### src/rtl/arbiter_match_ctrl_if.sv
// Signal bundle between the match controller and the player inputs,
// countdown block, winner block and LED mux.
interface arbiter_match_ctrl_if #(
    parameter int SCORE_W = 2
);
    logic               req1;
    logic               req2;
    logic               cd_done;
    logic               w_done;
    logic               cd_rst;
    logic               w_rst;
    logic               gnt1;
    logic               gnt2;
    logic               leds_rst;
    logic               leds_sel;
    logic [SCORE_W-1:0] score1;
    logic [SCORE_W-1:0] score2;
    logic               match_over;
    logic [1:0]         champion;

    modport master (
        input  req1, req2, cd_done, w_done,
        output cd_rst, w_rst, gnt1, gnt2, leds_rst, leds_sel,
               score1, score2, match_over, champion
    );

    modport slave (
        output req1, req2, cd_done, w_done,
        input  cd_rst, w_rst, gnt1, gnt2, leds_rst, leds_sel,
               score1, score2, match_over, champion
    );
endinterface

### src/rtl/arbiter_match_ctrl.sv
// Match-level controller for the two-player reaction game: sequences rounds,
// arbitrates presses (false starts, ties), keeps scores and names a champion.
module arbiter_match_ctrl #(
    parameter int ROUNDS_TO_WIN = 3,
    parameter int SCORE_W       = 2
) (
    input  logic                 clk,
    input  logic                 reset,
    arbiter_match_ctrl_if.master bus
);
    typedef enum logic [2:0] {IDLE, ARM, COUNT, RACE, SHOW, SCORE, DONE} state_t;

    localparam logic [SCORE_W-1:0] WIN_SCORE = SCORE_W'(ROUNDS_TO_WIN);

    state_t             state, state_nx;
    logic               prio, prio_nx;
    logic               win2, win2_nx;
    logic [SCORE_W-1:0] score1_nx, score2_nx, inc1, inc2;
    logic [1:0]         champion_nx;
    logic               cd_rst_nx, w_rst_nx, leds_rst_nx, leds_sel_nx;
    logic               gnt1_nx, gnt2_nx, match_over_nx;
    logic               any_req, both_req, race_win2;

    function automatic logic [SCORE_W-1:0] sat_inc(input logic [SCORE_W-1:0] v);
        return (v == {SCORE_W{1'b1}}) ? v : v + 1'b1;
    endfunction

    assign any_req   = bus.req1 | bus.req2;
    assign both_req  = bus.req1 & bus.req2;
    // Player 2 takes a race press when alone, or on a tie while it holds priority.
    assign race_win2 = bus.req2 & (~bus.req1 | prio);
    assign inc1      = sat_inc(bus.score1);
    assign inc2      = sat_inc(bus.score2);

    always_comb begin
        state_nx    = state;
        prio_nx     = prio;
        win2_nx     = win2;
        score1_nx   = bus.score1;
        score2_nx   = bus.score2;
        champion_nx = bus.champion;
        case (state)
            IDLE:  state_nx = ARM;
            ARM:   if (!any_req) state_nx = COUNT;
            COUNT: begin
                if (bus.cd_done && any_req) begin
                    state_nx = SHOW;
                    win2_nx  = race_win2;
                end else if (bus.cd_done) begin
                    state_nx = RACE;
                end else if (both_req) begin
                    state_nx = ARM;
                end else if (any_req) begin
                    // False start hands the round to the other player.
                    state_nx = SHOW;
                    win2_nx  = bus.req1;
                end
            end
            RACE: begin
                if (any_req) begin
                    state_nx = SHOW;
                    win2_nx  = race_win2;
                end
            end
            SHOW:  if (bus.w_done) state_nx = SCORE;
            SCORE: begin
                prio_nx = ~win2;
                if (win2) score2_nx = inc2;
                else      score1_nx = inc1;
                if ((win2 ? inc2 : inc1) == WIN_SCORE) begin
                    state_nx    = DONE;
                    champion_nx = win2 ? 2'b10 : 2'b01;
                end else begin
                    state_nx = ARM;
                end
            end
            DONE: begin
                if (both_req) begin
                    state_nx    = ARM;
                    score1_nx   = '0;
                    score2_nx   = '0;
                    champion_nx = 2'b00;
                    prio_nx     = 1'b0;
                end
            end
            default: state_nx = IDLE;
        endcase

        // Outputs are registered from the state being entered.
        cd_rst_nx     = !(state_nx inside {COUNT, RACE, SHOW});
        w_rst_nx      = !(state_nx inside {SHOW, DONE});
        leds_rst_nx   = state_nx inside {IDLE, ARM};
        leds_sel_nx   = state_nx inside {SHOW, DONE};
        match_over_nx = (state_nx == DONE);
        gnt1_nx       = ((state_nx == SHOW) && !win2_nx) ||
                        ((state_nx == DONE) && (champion_nx == 2'b01));
        gnt2_nx       = ((state_nx == SHOW) && win2_nx) ||
                        ((state_nx == DONE) && (champion_nx == 2'b10));
    end

    always_ff @(posedge clk) begin
        if (reset) begin
            state          <= IDLE;
            prio           <= 1'b0;
            bus.cd_rst     <= 1'b1;
            bus.w_rst      <= 1'b1;
            bus.leds_rst   <= 1'b1;
            bus.leds_sel   <= 1'b0;
            bus.gnt1       <= 1'b0;
            bus.gnt2       <= 1'b0;
            bus.match_over <= 1'b0;
            bus.champion   <= 2'b00;
            bus.score1     <= '0;
            bus.score2     <= '0;
        end else begin
            state          <= state_nx;
            prio           <= prio_nx;
            bus.cd_rst     <= cd_rst_nx;
            bus.w_rst      <= w_rst_nx;
            bus.leds_rst   <= leds_rst_nx;
            bus.leds_sel   <= leds_sel_nx;
            bus.gnt1       <= gnt1_nx;
            bus.gnt2       <= gnt2_nx;
            bus.match_over <= match_over_nx;
            bus.champion   <= champion_nx;
            bus.score1     <= score1_nx;
            bus.score2     <= score2_nx;
        end
    end

    // Round winner is only consulted after it has been written on entry to SHOW.
    always_ff @(posedge clk) begin
        win2 <= win2_nx;
    end
endmodule
### src/flat_wrapper.sv
// flat-port wrapper written by rule: the top's interface ports become plain ports
module arbiter_match_ctrl_flat 
#(
    parameter int ROUNDS_TO_WIN = 3,
    parameter int SCORE_W       = 2
)
  (clk, reset, bus_req1, bus_req2, bus_cd_done, bus_w_done, bus_cd_rst, bus_w_rst, bus_gnt1, bus_gnt2, bus_leds_rst, bus_leds_sel, bus_score1, bus_score2, bus_match_over, bus_champion);
  arbiter_match_ctrl_if #(.SCORE_W(SCORE_W)) bus_i ();
  input  logic clk;
  input  logic reset;
  input wire logic [$bits(bus_i.req1)-1:0] bus_req1;
  input wire logic [$bits(bus_i.req2)-1:0] bus_req2;
  input wire logic [$bits(bus_i.cd_done)-1:0] bus_cd_done;
  input wire logic [$bits(bus_i.w_done)-1:0] bus_w_done;
  output wire logic [$bits(bus_i.cd_rst)-1:0] bus_cd_rst;
  output wire logic [$bits(bus_i.w_rst)-1:0] bus_w_rst;
  output wire logic [$bits(bus_i.gnt1)-1:0] bus_gnt1;
  output wire logic [$bits(bus_i.gnt2)-1:0] bus_gnt2;
  output wire logic [$bits(bus_i.leds_rst)-1:0] bus_leds_rst;
  output wire logic [$bits(bus_i.leds_sel)-1:0] bus_leds_sel;
  output wire logic [$bits(bus_i.score1)-1:0] bus_score1;
  output wire logic [$bits(bus_i.score2)-1:0] bus_score2;
  output wire logic [$bits(bus_i.match_over)-1:0] bus_match_over;
  output wire logic [$bits(bus_i.champion)-1:0] bus_champion;
  assign bus_i.req1 = bus_req1;
  assign bus_i.req2 = bus_req2;
  assign bus_i.cd_done = bus_cd_done;
  assign bus_i.w_done = bus_w_done;
  assign bus_cd_rst = bus_i.cd_rst;
  assign bus_w_rst = bus_i.w_rst;
  assign bus_gnt1 = bus_i.gnt1;
  assign bus_gnt2 = bus_i.gnt2;
  assign bus_leds_rst = bus_i.leds_rst;
  assign bus_leds_sel = bus_i.leds_sel;
  assign bus_score1 = bus_i.score1;
  assign bus_score2 = bus_i.score2;
  assign bus_match_over = bus_i.match_over;
  assign bus_champion = bus_i.champion;
  arbiter_match_ctrl #(.ROUNDS_TO_WIN(ROUNDS_TO_WIN), .SCORE_W(SCORE_W)) u_core (.clk(clk), .reset(reset), .bus(bus_i));
endmodule
### config.mk
export PLATFORM = sky130hd
export DESIGN_NAME = arbiter_match_ctrl_flat
export DESIGN_NICKNAME = d
export VERILOG_FILES = /design/src/rtl/arbiter_match_ctrl_if.sv /design/src/rtl/arbiter_match_ctrl.sv /design/src/flat_wrapper.sv
export SDC_FILE = /design/constraint.sdc
export NUM_CORES = 1
export LEC_CHECK = 0
export BUFFER_PORTS_ARGS = -buffer_cell sky130_fd_sc_hd__buf_2
export CAP_MARGIN = 20
export CORE_AREA = 2 2 44 46
export DETAILED_ROUTE_END_ITERATION = 10
export DIE_AREA = 0 0 46 48
export PLACE_DENSITY_LB_ADDON = 0.12
export SYNTH_ARGS = -nofsm -noshare
export SYNTH_HDL_FRONTEND = slang
export SYNTH_SLANG_ARGS = --single-unit
export TNS_END_PERCENT = 10
### constraint.sdc
create_clock -name clk -period 3.3 [get_ports clk]
set_clock_uncertainty 0.15 [all_clocks]
set_input_delay 0.66 -clock clk [delete_from_list [all_inputs] [get_ports clk]]
set_output_delay 0.66 -clock clk [all_outputs]
set_load 0.005 [all_outputs]
==> flow_summary_export.csv, run 1 <==
group,metric,value,unit
status,run_status,"completed",
layout,seq_area,360,µm²
cts,cts-hold-fix-buffers,0,
yosys,synth_warn,0,
floorplan,die_width,46,µm
grt,grt_remaining_overflow,0,
floorplan,initial_utilization,53.9,%
grt,first_pass_grt_wire_length,2840,µm
layout,final_layout_size_suffix_gt1_share,26.2,%
grt,antenna_found_initial,0,
timing,max_slew_margin,75.6,%
pwr,seqPwrFrac,57.2,%
pwr,pwr-share-comb,11.4,%
timing,final_min_period_over_clock_period,53.4,%
pwr,switching_power,0.108,mW
grt,grt_start_max_net_pins,12,
placement,io_buffers,18,
layout,layout-area-overhead-vs-synth,10.2,%
timing,timing_worst_slew_pin_value,0.366,ns
layout,multi_input_area,469,µm²
timing,fin_tns_setup,0,ns
critical_path,end_kind,"flip-flop",
layout,final_nets,129,
floorplan,core_area,0.00169,mm²
layout,antenna_cells_inserted,0,
detailed_routing,detailroute.via_count,762,
yosys,async_flop_share,0,%
yosys,synth_area,911,µm²
cts,clk_latency,0.29,ns
detailed_routing,drt_pre_antenna_iters,4,
timing,final-setup-viol-count,0,
placement,gp_congestion,0.839,
floorplan,row_count,15,
cts,path_clk_slew,0.10,ns
placement,pre_cts_ws,1.22,ns
layout,layout.cells.non_filler,139,
detailed_routing,drt-vias-per-instance,5.48,
yosys,mappedNetlistNets,113,
min_path,worst_hold_path_type,"reg -> reg",
run,maxCapViolations,0,
cts,numCtsBuffers,3,
detailed_routing,remaining_drc_errors,0,
pwr,ir_drop,0.000205,V
timing,timing.fmax,568,MHz
critical_path,cp_data_arrival_time,1.81,ns
floorplan,vertical_die_dimension,48,µm
cts,post-cts-setup-buffers,0,
pwr,pwr_density_cell,421,mW/mm²
yosys,synth_cell_types,36,
detailed_routing,ant_nets,0,
cts,htree_levels,1,
timing,rsz0062_at_grt,"no",
cts,clock_tree.buffer_depth,2,
yosys,syn_avg_cell_area,8.51,µm²
timing,slew_violations,0,
critical_path,setup.worst_path.start_class,"primary input",
yosys,synth-seq-area-share,39.6,%
pwr,leakage,0.406,nW
critical_path,critPathRequiredTime,3.34,ns
yosys,synthesis.instances,107,
cts,postCtsResizedCells,0,
pwr,share_clk_of_total_power,31.4,%
grt,track_usage,18.2,%
floorplan,floorplan.io_pins,19,
cts,cts.sinks,18,
critical_path,critical_path.max_fanout,10,
grt,first_global_vias,690,
pwr,netSwitchingFraction,25.6,%
yosys,number_of_enable_flip_flop_cells_after_synthesis,0,
timing,finalWorstSetupSlack,1.54,ns
yosys,synth_seq_cells,18,
placement,hpwlAfterDp,1310,µm
detailed_routing,route.final.wire_length,1710,µm
floorplan,die_area,0.00221,mm²
detailed_routing,drt_iter0_drc,6,
pwr,p_int,0.314,mW
layout,fillCellCount,150,
placement,placedCellCount,135,
cts,clockRootBuffer,"sky130_fd_sc_hd__clkbuf_4",
timing,timing_hold_violations_final,0,
critical_path,criticalPathCategory,"in -> reg",
yosys,synth_top_flop_cell,"sky130_fd_sc_hd__dfxtp_1",
timing,period_minus_slack,1.76,ns
cts,tritoncts,"built",
detailed_routing,route.detailed.wl_per_inst,12.3,µm
==> cells in the mapped netlist (2+ instances only) <==
library cell                n  area share [%]
sky130_fd_sc_hd__o21ai_0    5             2.7
sky130_fd_sc_hd__buf_4      3             2.5
sky130_fd_sc_hd__a211oi_1   2             1.6
sky130_fd_sc_hd__nor2b_1    4             2.7
sky130_fd_sc_hd__inv_1      7             2.9
sky130_fd_sc_hd__a31o_2     2             1.9
sky130_fd_sc_hd__dfxtp_1   18              40
sky130_fd_sc_hd__a32oi_2    2             3.6
sky130_fd_sc_hd__a21o_1     2             1.6
sky130_fd_sc_hd__and2_1     2             1.4
sky130_fd_sc_hd__buf_6      2             2.5
sky130_fd_sc_hd__nand2b_1   4             2.7
sky130_fd_sc_hd__o22ai_1    2             1.4
sky130_fd_sc_hd__a21oi_1   11             6.0
sky130_fd_sc_hd__nand2_1    4             1.6
sky130_fd_sc_hd__nor2_1    15             6.2
sky130_fd_sc_hd__nor3_1     3             1.6
==> final timing paths <==
| check | from | end | slack [ns] | depth (start not counted) |
|---|---|---|---|---|
| setup / recovery | bus_req2 | u_core.bus.gnt1 | 1.54 | 6 |
| hold reg to reg | u_core.bus.score1[0] | u_core.bus.score1[0] | 0.34 | 1 |
| hold / removal | u_core.bus.score1[0] | u_core.bus.score1[0] | 0.34 | 1 |
| setup reg to reg | u_core.state[1] | u_core.bus.cd_rst | 1.55 | 5 |
==> routing by layer <==
metal | wire [µm] | global-route usage, %
met2 | 763 | 27.5
met5 | 0 | 0
met4 | 0 | 7.43
met1 | 849 | 23.5
met3 | 101 | 6.42
==> through the flow <==
step	power [mW]	utilization [%]	instance area, µm²	hold WS, ns
2_1_floorplan	0.292	-	911	0.307
3_3_place_gp	0.294	57.3	967	0.321
3_5_place_dp	0.295	57.3	967	0.329
4_1_cts	0.429	59.4	1000	0.346
5_1_grt	0.448	59.4	1000	0.378
6_report	0.423	59.4	1000	0.340
==> power groups by stage <==
stage	registers, mW	logic [mW]	clock network (mW)
detailed placement	0.247	0.0480	0
global route	0.245	0.0548	0.149
CTS	0.242	0.0482	0.138
floorplan	0.233	0.0591	0
global placement	0.246	0.0475	0
finish	0.242	0.0483	0.133
==> cell usage in the layout, fill, tap and decap left out, drive strengths merged, types with 3 or more instances in the layout <==
cell / synthesis / layout
nor3: 3 / 3
dfxtp: 18 / 18
a21oi: 11 / 11
nor2: 16 / 16
nand2: 4 / 4
inv: 7 / 7
o21ai: 6 / 6
nor2b: 4 / 4
buf: 6 / 18
clkbuf: 1 / 4
nand2b: 4 / 4
==> final cells by class <==
cell class,instances,share of cell area [%]
multi-input cells,75,46.8
inverters,7,2.62
flip-flops and latches,18,35.9
repair buffers,18,8.98
well taps,17,2.12
clock buffers,4,3.62
==> registers in the layout (all words and copies together), names as in the netlist <==
name and flops:
u_core.bus.w_rst 1, u_core.win2 1, u_core.bus.leds_rst 1, u_core.bus.score2 2
u_core.bus.leds_sel 1, u_core.bus.score1 2, u_core.bus.champion 2, u_core.bus.gnt1 1
u_core.bus.gnt2 1, u_core.bus.match_over 1, u_core.state 3, u_core.bus.cd_rst 1
u_core.prio 1
==> critical path, cell delays in order <==
cell and delay (ns):
sky130_fd_sc_hd__buf_2 0.18, sky130_fd_sc_hd__or2_4 0.17, sky130_fd_sc_hd__a21oi_1 0.06, sky130_fd_sc_hd__nor4_1 0.31
sky130_fd_sc_hd__o22ai_1 0.18, sky130_fd_sc_hd__a32o_1 0.24
==> cell families (layout without fill, tap and decap cells) <==
logic type / count (synthesis) / after routing / synth area share, %
buf+inv: 14 / 29 / 8.93
mux: 1 / 1 / 1.65
simple gates: 41 / 41 / 24.2
compound gates: 33 / 33 / 25.7
flops: 18 / 18 / 39.6
(Power assumes the default switching activity.)
==> run 2, diff against run 1 <==
--- a/config.mk
+++ b/config.mk
@@ -7,9 +7,9 @@
 export LEC_CHECK = 0
 export BUFFER_PORTS_ARGS = -buffer_cell sky130_fd_sc_hd__buf_2
 export CAP_MARGIN = 20
-export CORE_AREA = 2 2 44 46
+export CORE_AREA = 2 2 45 47
 export DETAILED_ROUTE_END_ITERATION = 10
-export DIE_AREA = 0 0 46 48
+export DIE_AREA = 0 0 47 49
 export PLACE_DENSITY_LB_ADDON = 0.12
 export SYNTH_ARGS = -nofsm -noshare
 export SYNTH_HDL_FRONTEND = slang
==> constraint.sdc (replaced) <==
create_clock -name clk -period 1.75 [get_ports clk]
set_clock_uncertainty 0.15 [all_clocks]
set_input_delay 0.35 -clock clk [delete_from_list [all_inputs] [get_ports clk]]
set_output_delay 0.35 -clock clk [all_outputs]
set_load 0.005 [all_outputs]
==> flow_summary_export.csv, run 2 (synthesis gave the netlist of run 1 again) <==
group,metric,value,unit
grt,first_global_vias,763,
grt,antenna_found_initial,0,
grt,grt_remaining_overflow,0,
cts,path_clk_slew,0.10,ns
cts,clock_tree.buffer_depth,2,
timing,timing_worst_slew_pin_value,0.313,ns
layout,fillCellCount,181,
timing,period_minus_slack,1.66,ns
pwr,seqPwrFrac,53.9,%
critical_path,setup.worst_path.start_class,"flip-flop",
critical_path,reg2reg_to,"u_core.bus.gnt1",
detailed_routing,ant_nets,0,
critical_path,cp_max_stage_cell,"sky130_fd_sc_hd__dfxtp_1",
critical_path,worst-r2r-setup-slack,0.09,ns
detailed_routing,drt_pre_antenna_iters,4,
critical_path,end_kind,"flip-flop",
timing,max_slew_margin,79.2,%
timing,worst_hold_slack,0.191,ns
cts,numCtsBuffers,3,
cts,htree_levels,1,
pwr,leakage,0.442,nW
cts,clk_latency,0.29,ns
layout,regMostFlops,"u_core.state",
min_path,worst_hold_path_type,"in -> reg",
critical_path,cp_data_arrival_time,1.69,ns
floorplan,floorplan.io_pins,19,
min_path,hold_path_end,"u_core.bus.champion[0]",
cts,tritoncts,"built",
pwr,share_clk_of_total_power,30.7,%
layout,most-common-layout-cells,"18 x sky130_fd_sc_hd__buf_2, 15 x sky130_fd_sc_hd__nor2_1, 15 x sky130_fd_sc_hd__dfxtp_1",
grt,track_usage,18.3,%
timing,timing_hold_violations_final,0,
layout,final_util,58.2,%
layout,final_nets,136,
detailed_routing,route.final.wire_length,1820,µm
placement,io_buffers,18,
pwr,switching_power,0.210,mW
pwr,netSwitchingFraction,25.7,%
floorplan,row_count,16,
detailed_routing,drt-vias-per-instance,5.18,
layout,final_layout_size_suffix_gt1_share,32.6,%
critical_path,criticalPathCategory,"reg -> reg",
layout,number_of_flip_flops_in_the_largest_register,3,
floorplan,die_area,0.00230,mm²
timing,final-setup-viol-count,0,
timing,final_min_period_over_clock_period,94.6,%
placement,hpwlAfterDp,1430,µm
pwr,pwr-share-comb,15.4,%
critical_path,worstPathBufferInverterCount,1,
pwr,ir_drop,0.000455,V
timing,fin_tns_setup,0,ns
detailed_routing,drt_iter0_drc,9,
timing,slew_violations,0,
timing,timing.fmax,604,MHz
cts,post-cts-setup-buffers,0,
floorplan,core_area,0.00184,mm²
status,run_status,"completed",
min_path,holdCritStartpoint,"reset",
cts,clockRootBuffer,"sky130_fd_sc_hd__clkbuf_4",
detailed_routing,detailroute.via_count,808,
run,maxCapViolations,0,
pwr,pwr_density_cell,765,mW/mm²
critical_path,critPathTopFamily,"compound AO/OA/AOI/OAI gates",
floorplan,die_width,47,µm
timing,rsz0062_at_grt,"no",
critical_path,critPathMaxStageDelay,0.38,ns
cts,cts-hold-fix-buffers,0,
cts,postCtsResizedCells,0,
pwr,p_int,0.610,mW
cts,cts.sinks,18,
placement,gp_congestion,0.869,
min_path,hold_path_depth,2,
layout,final_common_cell,"sky130_fd_sc_hd__buf_2",
grt,grt_start_max_net_pins,12,
floorplan,initial_utilization,49.5,%
critical_path,reg2reg_from,"u_core.win2",
critical_path,critical_path.max_fanout,5,
critical_path,critPathRequiredTime,1.79,ns
floorplan,vertical_die_dimension,49,µm
critical_path,cp_cell_sequence,"mux2_4, o22ai_1, a221oi_2, buf_4, and2_1, a32o_1",
grt,first_pass_grt_wire_length,3140,µm
layout,antenna_cells_inserted,0,
critical_path,timing.reg2reg.worst_path_depth,6,
layout,layout-area-overhead-vs-synth,17.7,%
detailed_routing,route.detailed.wl_per_inst,11.6,µm
detailed_routing,remaining_drc_errors,0,
[run 2: cell types whose count changed in the layout (fill, tap and decap cells not counted), sizes merged]
cell / previous run / this run
buf: 18 / 25
[run 2: final cells by class]
class	instances	area, µm²	area share [%]
multi-input cells	75	469	43.8
flip-flops and latches	18	364	34.0
repair buffers	25	143	13.3
clock buffers	4	36.3	3.38
well taps	27	33.8	3.15
inverters	7	26.3	2.45
[run 2: worst reg2reg max path: cells and delay by family, from the launching register on]
kind | cells | cell delay, ns
AO/OA/AOI/OAI | 3 | 0.41
flip-flops | 1 | 0.38
multiplexers | 1 | 0.34
buffers and inverters | 1 | 0.16
AND/OR/NAND/NOR | 1 | 0.13
[run 2: power by group through the flow]
stage	sequential, mW	combinational [mW]	clock, mW
after detailed placement	0.451	0.127	0
after global placement	0.450	0.125	0
after CTS	0.441	0.127	0.258
final	0.442	0.127	0.252
after floorplan	0.439	0.112	0
after global routing	0.445	0.141	0.280
[run 2: how the worst max path moves through the flow]
stage,to,slack [ns],start,depth (start not counted)
floorplan,u_core.bus.gnt1,0.14,bus_req1,6
global placement,u_core.bus.gnt1,0.02,bus_req2,7
detailed placement,u_core.bus.gnt1,-0.01,bus_req1,7
CTS,u_core.bus.gnt1,0.04,u_core.state[1],6
global route,u_core.bus.gnt1,0.03,u_core.state[1],4
finish,u_core.bus.gnt1,0.09,u_core.win2,6
[run 2: routing by layer]
layer	wire length, µm	GRT usage, %	share of wire, %	vias up
met4	7	2.78	0.39	0
li1	-	-	-	424
met5	0	0	0	-
met2	898	29.9	49	15
met3	76	5.56	4.2	2
met1	835	23.8	46	367
[run 2: per-stage QoR]
stage	cells	area [µm²]	setup WS [ns]	total power [mW]
finish	156	1070	0.0940	0.820
CTS	156	1070	0.0396	0.826
floorplan	107	911	0.138	0.551
detailed placement	152	1030	-0.0115	0.577
global placement	152	1030	0.0242	0.576
global route	156	1070	0.0317	0.866
